`src/rtl/e_out_nibble_collector.sv`:
```
// Merges two ap_fifo result streams into one framed nibble stream with a parity probe.
// Optional E_OUT_COLLECTOR_OVF_EN: sticky overflow flag that forces probe_out high.
module e_out_nibble_collector #(
  parameter int DATA_W = 32,
  parameter int DEPTH  = 16
) (
  input  logic              ap_clk,
  input  logic              ap_rst_n,
  input  logic [DATA_W-1:0] E_out_0_din,
  input  logic              E_out_0_write,
  output logic              E_out_0_full_n,
  input  logic [DATA_W-1:0] E_out_1_din,
  input  logic              E_out_1_write,
  output logic              E_out_1_full_n,
  output logic [3:0]        data_out,
  output logic              data_valid,
  output logic              probe_out
);

  localparam int AW = (DEPTH > 1) ? $clog2(DEPTH) : 1;
  localparam int CW = $clog2(DEPTH) + 1;
  localparam int NN = DATA_W / 4;
  localparam int NW = (NN > 1) ? $clog2(NN) : 1;
  localparam logic [CW-1:0] DEPTH_C  = CW'(DEPTH);
  localparam logic [NW-1:0] LAST_NIB = NW'(NN - 1);

  typedef enum logic [1:0] {
    S_IDLE,
    S_HDR,
    S_BODY
  } state_t;

  state_t state_q, state_d;

  logic [DATA_W-1:0] din [2];
  logic [DATA_W-1:0] head [2];
  logic [DATA_W-1:0] mem_q [2][DEPTH];
  logic [AW-1:0]     wptr_q [2];
  logic [AW-1:0]     wptr_d [2];
  logic [AW-1:0]     rptr_q [2];
  logic [AW-1:0]     rptr_d [2];
  logic [CW-1:0]     cnt_q [2];
  logic [CW-1:0]     cnt_d [2];

  logic [1:0] wr_req;
  logic [1:0] wr_ok;
  logic [1:0] ne;
  logic [1:0] pop;
  logic [1:0] full_n_q, full_n_d;

  logic              any_ne;
  logic              sel;
  logic              pop_go;
  logic [DATA_W-1:0] pop_word;

  logic [DATA_W-1:0] shift_q, shift_d;
  logic [NW-1:0]     nib_q, nib_d;
  logic              ch_q, ch_d;
  logic              last_q, last_d;
  logic              probe_q, probe_d;
  logic [3:0]        dout_q, dout_d;
  logic              dval_q, dval_d;
  logic              is_hdr, is_body;

  assign din[0]    = E_out_0_din;
  assign din[1]    = E_out_1_din;
  assign wr_req[0] = E_out_0_write;
  assign wr_req[1] = E_out_1_write;

  // Channel FIFOs: acceptance depends only on the count at cycle start
  always_comb begin
    for (int k = 0; k < 2; k++) begin
      wr_ok[k]  = wr_req[k] && (cnt_q[k] < DEPTH_C);
      ne[k]     = (cnt_q[k] != '0);
      head[k]   = mem_q[k][rptr_q[k]];
      wptr_d[k] = wr_ok[k] ? wptr_q[k] + AW'(1) : wptr_q[k];
      rptr_d[k] = pop[k] ? rptr_q[k] + AW'(1) : rptr_q[k];
      case ({wr_ok[k], pop[k]})
        2'b10:   cnt_d[k] = cnt_q[k] + CW'(1);
        2'b01:   cnt_d[k] = cnt_q[k] - CW'(1);
        default: cnt_d[k] = cnt_q[k];
      endcase
      full_n_d[k] = (cnt_d[k] < DEPTH_C);
    end
  end

  always_ff @(posedge ap_clk) begin
    for (int k = 0; k < 2; k++) begin
      if (wr_ok[k]) begin
        mem_q[k][wptr_q[k]] <= din[k];
      end
    end
  end

  always_ff @(posedge ap_clk) begin
    if (!ap_rst_n) begin
      for (int k = 0; k < 2; k++) begin
        wptr_q[k] <= '0;
        rptr_q[k] <= '0;
        cnt_q[k]  <= '0;
      end
      full_n_q <= 2'b11;
    end else begin
      for (int k = 0; k < 2; k++) begin
        wptr_q[k] <= wptr_d[k];
        rptr_q[k] <= rptr_d[k];
        cnt_q[k]  <= cnt_d[k];
      end
      full_n_q <= full_n_d;
    end
  end

  assign E_out_0_full_n = full_n_q[0];
  assign E_out_1_full_n = full_n_q[1];

  // Round robin: with both pending, serve the channel not served last
  assign any_ne   = |ne;
  assign sel      = (ne == 2'b11) ? ~last_q : ne[1];
  assign pop[0]   = pop_go & ~sel;
  assign pop[1]   = pop_go & sel;
  assign pop_word = sel ? head[1] : head[0];

  always_ff @(posedge ap_clk) begin
    if (!ap_rst_n) begin
      state_q <= S_IDLE;
    end else begin
      state_q <= state_d;
    end
  end

  always_comb begin
    state_d = state_q;
    pop_go  = 1'b0;
    unique case (state_q)
      S_IDLE: begin
        if (any_ne) begin
          pop_go  = 1'b1;
          state_d = S_HDR;
        end
      end
      S_HDR: begin
        state_d = S_BODY;
      end
      S_BODY: begin
        if (nib_q == LAST_NIB) begin
          if (any_ne) begin
            pop_go  = 1'b1;
            state_d = S_HDR;
          end else begin
            state_d = S_IDLE;
          end
        end
      end
      default: begin
        state_d = S_IDLE;
      end
    endcase
  end

  assign is_hdr  = (state_q == S_HDR);
  assign is_body = (state_q == S_BODY);

  always_comb begin
    dout_d = 4'h0;
    dval_d = 1'b0;
    unique case (1'b1)
      is_hdr: begin
        dout_d = {3'b101, ch_q};
        dval_d = 1'b1;
      end
      is_body: begin
        dout_d = shift_q[3:0];
        dval_d = 1'b1;
      end
      default: begin
        dout_d = 4'h0;
        dval_d = 1'b0;
      end
    endcase
  end

  always_comb begin
    shift_d = shift_q;
    nib_d   = nib_q;
    ch_d    = ch_q;
    last_d  = last_q;
    probe_d = probe_q;
    if (is_hdr) begin
      nib_d = '0;
    end
    if (is_body) begin
      shift_d = shift_q >> 4;
      nib_d   = nib_q + NW'(1);
    end
    // A pop on the last body nibble reloads the shifter after its use
    if (pop_go) begin
      shift_d = pop_word;
      ch_d    = sel;
      last_d  = sel;
      probe_d = probe_q ^ (^pop_word);
    end
  end

  always_ff @(posedge ap_clk) begin
    if (!ap_rst_n) begin
      shift_q <= '0;
      nib_q   <= '0;
      ch_q    <= 1'b0;
      last_q  <= 1'b1;
      probe_q <= 1'b0;
      dout_q  <= 4'h0;
      dval_q  <= 1'b0;
    end else begin
      shift_q <= shift_d;
      nib_q   <= nib_d;
      ch_q    <= ch_d;
      last_q  <= last_d;
      probe_q <= probe_d;
      dout_q  <= dout_d;
      dval_q  <= dval_d;
    end
  end

  assign data_out   = dout_q;
  assign data_valid = dval_q;

`ifdef E_OUT_COLLECTOR_OVF_EN
  logic ovf_q, ovf_d;

  assign ovf_d = ovf_q | (|(wr_req & ~wr_ok));

  always_ff @(posedge ap_clk) begin
    if (!ap_rst_n) begin
      ovf_q <= 1'b0;
    end else begin
      ovf_q <= ovf_d;
    end
  end

  assign probe_out = probe_q | ovf_q;
`else
  assign probe_out = probe_q;
`endif

endmodule

```
`config.mk`:
```
export PLATFORM = sky130hd
export DESIGN_NAME = e_out_nibble_collector
export DESIGN_NICKNAME = d
export VERILOG_FILES = /design/src/rtl/e_out_nibble_collector.sv
export SDC_FILE = /design/constraint.sdc
export NUM_CORES = 1
export LEC_CHECK = 0
export BUFFER_PORTS_ARGS = -buffer_cell sky130_fd_sc_hd__buf_2
export CORE_UTILIZATION = 47
export CTS_CLUSTER_SIZE = 25
export DETAILED_ROUTE_END_ITERATION = 16
export SLEW_MARGIN = 15
export SYNTH_ARGS = -nofsm -noshare
export SYNTH_HDL_FRONTEND = slang
export SYNTH_SLANG_ARGS = --single-unit
```
`constraint.sdc`:
```
create_clock -name ap_clk -period 10.7 [get_ports ap_clk]
set_input_delay 1.07 -clock ap_clk [delete_from_list [all_inputs] [get_ports ap_clk]]
set_output_delay 1.07 -clock ap_clk [all_outputs]
set_load 0.02 [all_outputs]
```
---- Word level (Yosys, flattened, before mapping) ----
Memories as Yosys holds them, arrays and structs flattened.
Index checks and enable logic that the tools add are counted.
word-level totals
  output and inout port bits .............. 8
  bits of input ports ..................... 68
  memory bits (read-only) ................. 0
  word-level logic and storage cells ...... 113
  bits in latches ......................... 0
  memory bits (writable) .................. 1050
  register bits after elaboration ......... 47
  memories kept ........................... 4
operators by class
  bitwise logic cells ..................... 15
  muxes and demuxes ....................... 43
  magnitude comparators ................... 10
  multiply operators ...................... 0
  div/mod/pow operators ................... 0
  add/subtract/negate cells ............... 9
  equal/unequal tests ..................... 10
  reductions and logical operators ........ 13
  shift-type cells ........................ 0
memories
  name    words  bits a word  read ports  clocked after memory_dff  wr ports  line  source
  mem_q   2      512          2           0                         2         37    logic [DATA_W-1:0] mem_q [2][DEPTH];
  cnt_q   2      5            2           0                         2         42    logic [CW-1:0] cnt_q [2];
  rptr_q  2      4            2           0                         2         40    logic [AW-1:0] rptr_q [2];
  wptr_q  2      4            2           0                         2         38    logic [AW-1:0] wptr_q [2];
operators by type and width
  operator             number
  $mux 512             2
  $mux 32              9
  $bmux 32 s4          2
  $demux 32 s4         2
  $mux 4               8
  $reduce_xor 32->1    1
  $ge 5x5->1 const B   4
  $lt 5x5->1 const B   4
  $not 4->5            4
  $pmux 5 s2           2
  $add 4x1->4 const B  4
  $add 5x1->5 const B  2
  $lt 5x1->1 const B   2
  $mux 5               2
  $reduce_bool 5->1    2
  $sub 5x1->5 const B  2
  $mux 1               9
  $eq 2x2->1 const B   4
  $pmux 4 s2           1
  $eq 2x1->1 const B   3
  $mux 3               2
  $or 1x1->1           6
  $pmux 2 s3           1
  $logic_and 1x1->1    4
  other kinds (13)     18

---- Logic depth before layout (Yosys ltp) ----
Gate-level depths: netlist (run 1).
An unclocked memory read counts as a cell.
  depth in word-level cells ............... 10
  mapped depth ............................ 19
  gate-level depth less buffers ........... 16

---- Least setup slack after synthesis (run 1) ----
OpenSTA, ideal clock, no wires.
  path type ............................... input to register
  start ................................... input port E_out_0_write
  end ..................................... memory mem_q[0][384] (netlist name), enable pin
  setup time .............................. 461 ps
  slack ................................... 6399 ps
  buffers on the path ..................... 1
  required time ........................... 10239 ps
  cell stages on the path ................. 4
  arrival ................................. 3840 ps
  cell sequence ........................... nor2b_1 clkbuf_1 nand2_1 nor3_1
RTL lines
  what                line  source
  start: declaration  10    input logic E_out_0_write,
  end: declaration    37

==> impl_metrics.tcl, run 1 <==
set metrics [dict create \
    tritoncts "yes" \
    holdPathEnd "last_q$_SDFFE_PN1P_" \
    routed_via_density 5.89 \
    drc_violations_left 0 \
    die_area_um2 93600 \
    switching_share_pct 31.2 \
    dr_total_vias 21800 \
    syn_avg_cell_area_um2 18.9 \
    netlist_top_cells_area "sky130_fd_sc_hd__edfxtp_1 71%, sky130_fd_sc_hd__mux4_2 9.8%, sky130_fd_sc_hd__dfxtp_1 3.4%" \
    worst_ir_drop_vdd_uv 459 \
    final_hold_viol_count 0 \
    port_buffers 75 \
    detail_route.iter0.violations 1865 \
    i_o_pin_count 76 \
    clkLatencyLatePin_ps 680 \
    synthCells 2301 \
    worst_pin_slew_ps 1010 \
    hold_path_startpoint "last_q$_SDFFE_PN1P_" \
    synth_enable_flop_cells 1024 \
    synthToLayoutAreaGrowth_pct 12.7 \
    cts_max_path_buffers 3 \
    post-route-period-util_pct 45.9 \
    synth_top_cell_area_share_pct 70.8 \
    launching_element_type_of_the_critical_path "flop" \
    grt_pass1_wl_um 149000 \
    synth_nets 2391 \
    last_weighted_congestion_value_of_the_routability_driven_placer 0.770 \
    fp.dieW_um 306 \
    report.final.slew_viol_count 0 \
    coreArea_um2 91500 \
    net-switching-power_uw 4070 \
    largest_net_degree_at_the_start_of_global_routing 84 \
    hold_buffers 0 \
    routed_wire_length_per_instance_um 27.2 \
    fillCellCount 7071 \
    whs_ps 473 \
    grt_remaining_overflow 0 \
    ff2ff_setup_slack_ps 5790 \
    syn-cell-area_um2 43400 \
    post_cts.resized_instances 0 \
    wl_um 100000 \
    power.combinational.fraction_pct 31.4 \
    yosysWarningCount 0 \
    run_status "completed" \
    fmax_mhz 204 \
    yosys_register_bits 1097 \
    htreeDepth 3 \
    clock_skew_ps 20.0 \
    total_leakage_power_uw 0.0155 \
    place_hpwl_um 56100 \
    fp.dieH_um 306 \
    hp-class "flop to flop" \
    clock_period_minus_final_worst_setup_slack_ps 4910 \
    fraction_of_final_layout_cells_with_drive_strength_greater_than_1_pct 25.2 \
    arrival_ps 5520 \
    worstReg2RegStart "rptr_q[0][1]$_SDFFE_PN0P_" \
    cp_data_required_time_ps 11310 \
    floorplan.initialDensity_pct 47.4 \
    async_reset_ff_share_pct 0 \
    clkSinkCount 1097 \
    reg2reg_to "probe_out$_SDFFE_PN0P_" \
    finalSetupViolations 0 \
    synth_common_cells "1024 x sky130_fd_sc_hd__edfxtp_1, 189 x sky130_fd_sc_hd__mux4_2, 145 x sky130_fd_sc_hd__nand2_1" \
    cts_post_setup_buffers_inserted 0 \
    ctsRootBufferMaster "sky130_fd_sc_hd__clkbuf_16" \
    maxCapViolCount 0 \
    cell_taking_the_most_area_after_synthesis "sky130_fd_sc_hd__edfxtp_1" \
    drt-pass1-iter-count 6 \
    critical_path_peak_fanout 65 \
    worst-r2r-cell-count 11 \
    total_routing_resource_utilization_after_global_routing_pct 21.7 \
    clockPowerShare_pct 29.7 \
    synth.lib_cells_used.distinct 56 \
    critical_path_class "flop to flop" \
    rsz0062_at_grt "no" \
    setup_tns_ps 0 \
    grt_antenna_before_repair 8 \
    grt_pass1_vias 22500 \
    hold-path-cell-count 2 \
    numCtsBuffers 113 \
    final_net_count 2493 \
    max-slew-margin-rel_pct 32.4 \
    detail-route-antenna-nets 0 \
    post-synth-top-count-cell "sky130_fd_sc_hd__edfxtp_1" \
    fp-row-count 111 \
    synth_seq_area_share_pct 74.2 \
    dominantRegCellSynth "sky130_fd_sc_hd__edfxtp_1" \
    power.density_nw_per_um2 267 \
    endpoint_class_of_the_critical_path "flop" \
    seqPwrFrac_pct 38.9 \
    power.internal_uw 8990 \
    clk_transition_reported_paths_ps 60 \
]
==> registers in the layout, summed over array words and instances, names as in the netlist, 2 cells and up, named ones only <==
name,flops
data_out,4
full_n_q,2
state_q,2
wptr_q,8
rptr_q,8
shift_q,32
mem_q,1024
nib_q,3
cnt_q,8
==> power by group through the flow <==
stage | Clock (µW) | Combinational [µW] | Sequential, µW
after floorplan | 0 | 3080 | 5060
after global placement | 0 | 4110 | 5170
after detailed placement | 0 | 4100 | 5180
after CTS | 3950 | 4120 | 5090
after global routing | 4100 | 4410 | 5110
final | 3870 | 4100 | 5080
==> layout make-up <==
class | instances | area (µm²) | share of cell area [%]
Clock buffer | 140 | 3020 | 6.18
Inverter | 18 | 67.6 | 0.138
Clock inverter | 74 | 668 | 1.36
Tap cell | 1186 | 1480 | 3.03
Timing Repair Buffer | 132 | 816 | 1.67
Sequential cell | 1097 | 32200 | 65.8
Antenna cell | 3 | 7.51 | 0.0153
Multi-Input combinational cell | 1041 | 10700 | 21.8
==> worst max-delay path, cell delays in order, from the launching register on <==
cell                       delay [ps]
sky130_fd_sc_hd__dfxtp_4          930
sky130_fd_sc_hd__buf_4            910
sky130_fd_sc_hd__mux4_2           610
sky130_fd_sc_hd__o22ai_1          150
sky130_fd_sc_hd__o21ai_0          170
sky130_fd_sc_hd__o21ai_0          440
sky130_fd_sc_hd__xnor3_1          420
sky130_fd_sc_hd__xnor2_1          150
sky130_fd_sc_hd__xnor2_1          250
sky130_fd_sc_hd__xnor3_1          260
sky130_fd_sc_hd__or3_1            330
sky130_fd_sc_hd__a21boi_1         150
==> worst max path at each step <==
stage,start,endpoint,cells after the start
floorplan,E_out_0_write,mem_q[0][384]$_DFFE_PP_,4
global placement,rptr_q[0][1]$_SDFFE_PN0P_,probe_out$_SDFFE_PN0P_,11
detailed placement,rptr_q[0][1]$_SDFFE_PN0P_,probe_out$_SDFFE_PN0P_,11
CTS,rptr_q[0][1]$_SDFFE_PN0P_,probe_out$_SDFFE_PN0P_,11
global route,rptr_q[0][1]$_SDFFE_PN0P_,probe_out$_SDFFE_PN0P_,11
finish,rptr_q[0][1]$_SDFFE_PN0P_,probe_out$_SDFFE_PN0P_,11
==> logic make-up (layout without fill, tap and decap cells) <==
group | Yosys count | in the layout | share of synthesized area (%)
and+or+nand+nor | 340 | 340 | 3.50
AOI/OAI and AO/OA | 260 | 260 | 4.60
muxes | 370 | 370 | 14.2
adders and majority gates | 22 | 22 | 0.634
other | 0 | 3 | 0
buffers and inverters | 163 | 364 | 1.83
DFF | 1097 | 1097 | 74.2
xor gates and xnor gates | 49 | 49 | 1.05
==> metrics by stage <==
step	area [µm²]	setup WS (ps)	instances	utilization, %	power [µW]
5_1_grt	48900	5550	3690	53.5	13600
4_1_cts	48900	5810	3688	53.5	13200
3_5_place_dp	45300	5830	3474	49.4	9270
6_report	49000	5790	3691	53.5	13100
3_3_place_gp	45300	5720	3474	49.4	9280
2_1_floorplan	43400	6400	2301	-	8140
==> cells in the final DEF (no fill, tap or decap), drive strengths merged, types with 5 or more instances in the layout <==
cell     count
mux2        77
nand2      145
buf        132
xor2         7
o211a       28
nor2        82
a22oi        5
clkbuf     140
o21ai       49
o221a       16
xnor2       40
inv         21
nor3        11
mux2i      104
or3          6
clkinv      57
a2bb2oi     12
nand3       32
nor2b       21
a31oi       18
dfxtp       73
a221oi      33
o221ai      28
mux4       189
nand2b      11
a21oi       16
ha          22
and2        19
bufinv      11
a21boi       9
edfxtp    1024
a211oi      13
o22ai       19
==> layer usage <==
metal  up-vias  track usage (%)  share of wire (%)
met3       144             3.42                5.2
met1     11500             29.9                 43
met5         -                0              0.023
li1       9510                -                  -
met4         4             6.77                2.5
met2       583             35.6                 49
(Power assumes the default switching activity.)
==> inputs of run 2 (changes only) <==
- ABC_AREA: unset -> 1
- clock period: 10.7 -> 4.72 ns (I/O delays scaled with it)
==> run 2 against run 1 <==
  * Synthesized cell count grew 94%
  * Sequential power up 120%
  * Sequential cell count stayed put
  * Combinational power grew 140%
  * Fmax increased by 43%
  * Hold slack got worse by 320 ps
  * Area after synthesis rose by 7.6%
  * Count of clock-buffer cells in the layout is 13 higher
  * Setup slack got worse by 4500 ps
  * First-iteration DRC count up 66%
  * Cell count rose by 59%
  * Critical endpoint is now full_n_q[0]$_SDFF_PN1_
  * Largest power group unchanged
==> impl_metrics.tcl, run 2 <==
set metrics [dict create \
    run_status "completed" \
    grt_pass1_wl_um 185000 \
    detail_route.iter0.violations 3105 \
    hp-class "input port to flop" \
    drc_violations_left 0 \
    grt_remaining_overflow 0 \
    worst_pin_slew_ps 1150 \
    synth.lib_cells_used.distinct 28 \
    worstReg2RegStart "state_q[0]$_SDFFE_PN0P_" \
    post-synth-top-count-cell "sky130_fd_sc_hd__nand2_1" \
    launching_element_type_of_the_critical_path "flop" \
    synth_nets 4557 \
    cp.depth 18 \
    final_net_count 4578 \
    fraction_of_final_layout_cells_with_drive_strength_greater_than_1_pct 8.36 \
    worst-r2r-cell-count 18 \
    maxCapViolCount 0 \
    routed_wire_length_per_instance_um 20.8 \
    crit_path_max_incr_delay_ps 450 \
    total_routing_resource_utilization_after_global_routing_pct 24.5 \
    finalNonFillerCells 5873 \
    switching_share_pct 36.5 \
    synthCells 4467 \
    cp_num_buf_inv 4 \
    ff2ff_setup_slack_ps 1290 \
    die_area_um2 101000 \
    wl_um 122000 \
    final_hold_viol_count 0 \
    report.final.slew_viol_count 0 \
    synthToLayoutAreaGrowth_pct 11.8 \
    synth_seq_area_share_pct 68.9 \
    finalSetupViolations 0 \
    clock_skew_ps 16.7 \
    net-switching-power_uw 11000 \
    reg2reg_to "full_n_q[0]$_SDFF_PN1_" \
    cts_post_setup_buffers_inserted 0 \
    critical_path_peak_fanout 31 \
    numCtsBuffers 113 \
    routed_via_density 5.33 \
    endpoint_class_of_the_critical_path "flop" \
    path_delay_family "simple AND/OR/NAND/NOR gates" \
    dr_total_vias 31300 \
    final_cell_mix "1683 x sky130_fd_sc_hd__nand2_1, 1024 x sky130_fd_sc_hd__edfxtp_1, 741 x sky130_fd_sc_hd__nand3_1" \
    detail-route-antenna-nets 0 \
    post_cts.resized_instances 0 \
    pre_cts_ws_ps 1280 \
    hold_buffers 0 \
    power.density_nw_per_um2 576 \
    clock_period_minus_final_worst_setup_slack_ps 3430 \
    clk_transition_reported_paths_ps 60 \
    post-route-period-util_pct 72.7 \
    tritoncts "yes" \
    dominantRegCellSynth "sky130_fd_sc_hd__edfxtp_1" \
    critical_path_class "flop to flop" \
    total_leakage_power_uw 0.0203 \
    cell_taking_the_most_area_after_synthesis "sky130_fd_sc_hd__edfxtp_1" \
    critPathMostFrequentCell "sky130_fd_sc_hd__nor2_1" \
    coreArea_um2 98400 \
    cpMaxStageDelayCell "sky130_fd_sc_hd__nor2_1" \
    max-slew-margin-rel_pct 23.1 \
    port_buffers 75 \
    seqPwrFrac_pct 37.5 \
    layout.cells.most_common "sky130_fd_sc_hd__nand2_1" \
    max_reg_flops 1024 \
    fp.dieW_um 317 \
    power.combinational.fraction_pct 32.8 \
    final.setup.worst_slack_ps 1290 \
    clockPowerShare_pct 29.6 \
    yosys_register_bits 1097 \
    i_o_pin_count 76 \
    arrival_ps 4020 \
    netlist_top_cells_area "sky130_fd_sc_hd__edfxtp_1 66%, sky130_fd_sc_hd__nand2_1 14%, sky130_fd_sc_hd__nand3_1 7.9%" \
    floorplan.initialDensity_pct 47.5 \
    power.internal_uw 19100 \
    htreeDepth 3 \
    fillCellCount 8572 \
    drt-pass1-iter-count 7 \
    critical_path.endpoint "full_n_q[0]$_SDFF_PN1_" \
    critPathLaunch "state_q[0]$_SDFFE_PN0P_" \
    syn_avg_cell_area_um2 10.5 \
    path_cells "inv_1 -> ha_1 -> nand3_1 -> nand2_1 -> inv_1 -> buf_4 -> nor2_1 -> ha_1 -> nor2_1 -> nor2_1 -> ha_1 -> a21o_1 -> nand2_1 -> o21ai_0 -> xor2_1 -> o21ai_0 -> nor2_1 -> inv_1" \
    clkSinkCount 1097 \
    rsz0062_at_grt "no" \
    setup_tns_ps 0 \
    grt_pass1_vias 29400 \
    ctsRootBufferMaster "sky130_fd_sc_hd__clkbuf_16" \
    synth_top_cell_area_share_pct 65.8 \
    last_weighted_congestion_value_of_the_routability_driven_placer 0.872 \
    largest_net_degree_at_the_start_of_global_routing 136 \
    fp-row-count 115 \
    async_reset_ff_share_pct 0 \
    place_hpwl_um 70400 \
    clkLatencyLatePin_ps 690 \
    worst_ir_drop_vdd_uv 499 \
    synth_common_cells "1683 x sky130_fd_sc_hd__nand2_1, 1024 x sky130_fd_sc_hd__edfxtp_1, 741 x sky130_fd_sc_hd__nand3_1" \
    cts_max_path_buffers 3 \
    grt_antenna_before_repair 7 \
    yosysWarningCount 0 \
    cp_data_required_time_ps 5310 \
    fmax_mhz 291 \
    syn-cell-area_um2 46700 \
    fp.dieH_um 317 \
    synth_enable_flop_cells 1024 \
    dp.cells 5660 \
]
-- run 2: cell types whose count changed after synthesis, moves of 32 or more --
cell	delta
sky130_fd_sc_hd__mux2_2	-77
sky130_fd_sc_hd__mux2i_1	-104
sky130_fd_sc_hd__a221oi_1	-32
sky130_fd_sc_hd__nand3_1	+709
sky130_fd_sc_hd__xnor2_1	-38
sky130_fd_sc_hd__mux4_2	-189
sky130_fd_sc_hd__buf_2	+105
sky130_fd_sc_hd__nand2_1	+1538
sky130_fd_sc_hd__inv_1	+220
sky130_fd_sc_hd__nor2_1	+128
sky130_fd_sc_hd__a21oi_1	+42
-- run 2: logic make-up (layout without fill, tap and decap cells) --
kind of cell    after synthesis  after routing  share of synthesized area, %
fa+ha+maj                    22             22                         0.589
xor+xnor                     13             13                         0.244
buf+inv                     497            614                          4.70
compound gates              180            180                          2.09
flops                      1097           1097                          68.9
other cells                   0              2                             0
simple gates               2658           2658                          23.5
-- run 2: through the flow --
step | cell area [µm²] | total power [µW] | hold WS, ps | util (%)
floorplan | 46700 | 18600 | 424 | -
global placement | 48500 | 21200 | 453 | 49.3
detailed placement | 48500 | 21300 | 457 | 49.3
finish | 52200 | 30100 | 156 | 53.1
CTS | 52200 | 30200 | 122 | 53.1
global route | 52200 | 31900 | 147 | 53.1
-- run 2: final cells by class --
cell class	count	area, µm²	share of cell area [%]
Antenna cell	2	5.00	0.00958
Clock inverter	58	542	1.04
Multi-Input combinational cell	2873	12600	24.1
Inverter	246	941	1.80
Clock buffer	153	3170	6.07
Sequential cell	1097	32200	61.7
Timing Repair Buffer	157	1140	2.18
Tap cell	1287	1610	3.08
-- run 2: power by group through the flow --
stage | Sequential, µW | Combinational [µW] | Clock (µW)
floorplan | 11400 | 7200 | 0
global route | 11300 | 11100 | 9420
global placement | 11500 | 9740 | 0
CTS | 11300 | 9850 | 9050
finish | 11300 | 9880 | 8920
detailed placement | 11500 | 9820 | 0
-- run 2: layer usage --
metal  up-vias  global-route usage (%)  share of wire [%]
li1      15100                       -                  -
met2       978                    39.1                 47
met4         6                    7.60                2.9
met1     15000                    34.5                 44
met3       221                    3.85                6.4
met5         -                       0              0.026
-- run 2: worst min-delay path by stage --
stage                                   from                  endpoint  cells after the start
global placement    shift_q[29]$_SDFFE_PN0P_  shift_q[29]$_SDFFE_PN0P_                      2
CTS                          E_out_1_din[13]   mem_q[0][525]$_DFFE_PP_                      1
detailed placement   shift_q[7]$_SDFFE_PN0P_   shift_q[7]$_SDFFE_PN0P_                      2
global route                 E_out_1_din[13]   mem_q[0][845]$_DFFE_PP_                      1
finish                       E_out_1_din[13]   mem_q[0][525]$_DFFE_PP_                      1
floorplan            shift_q[2]$_SDFFE_PN0P_    data_out[2]$_SDFF_PN0_                      2
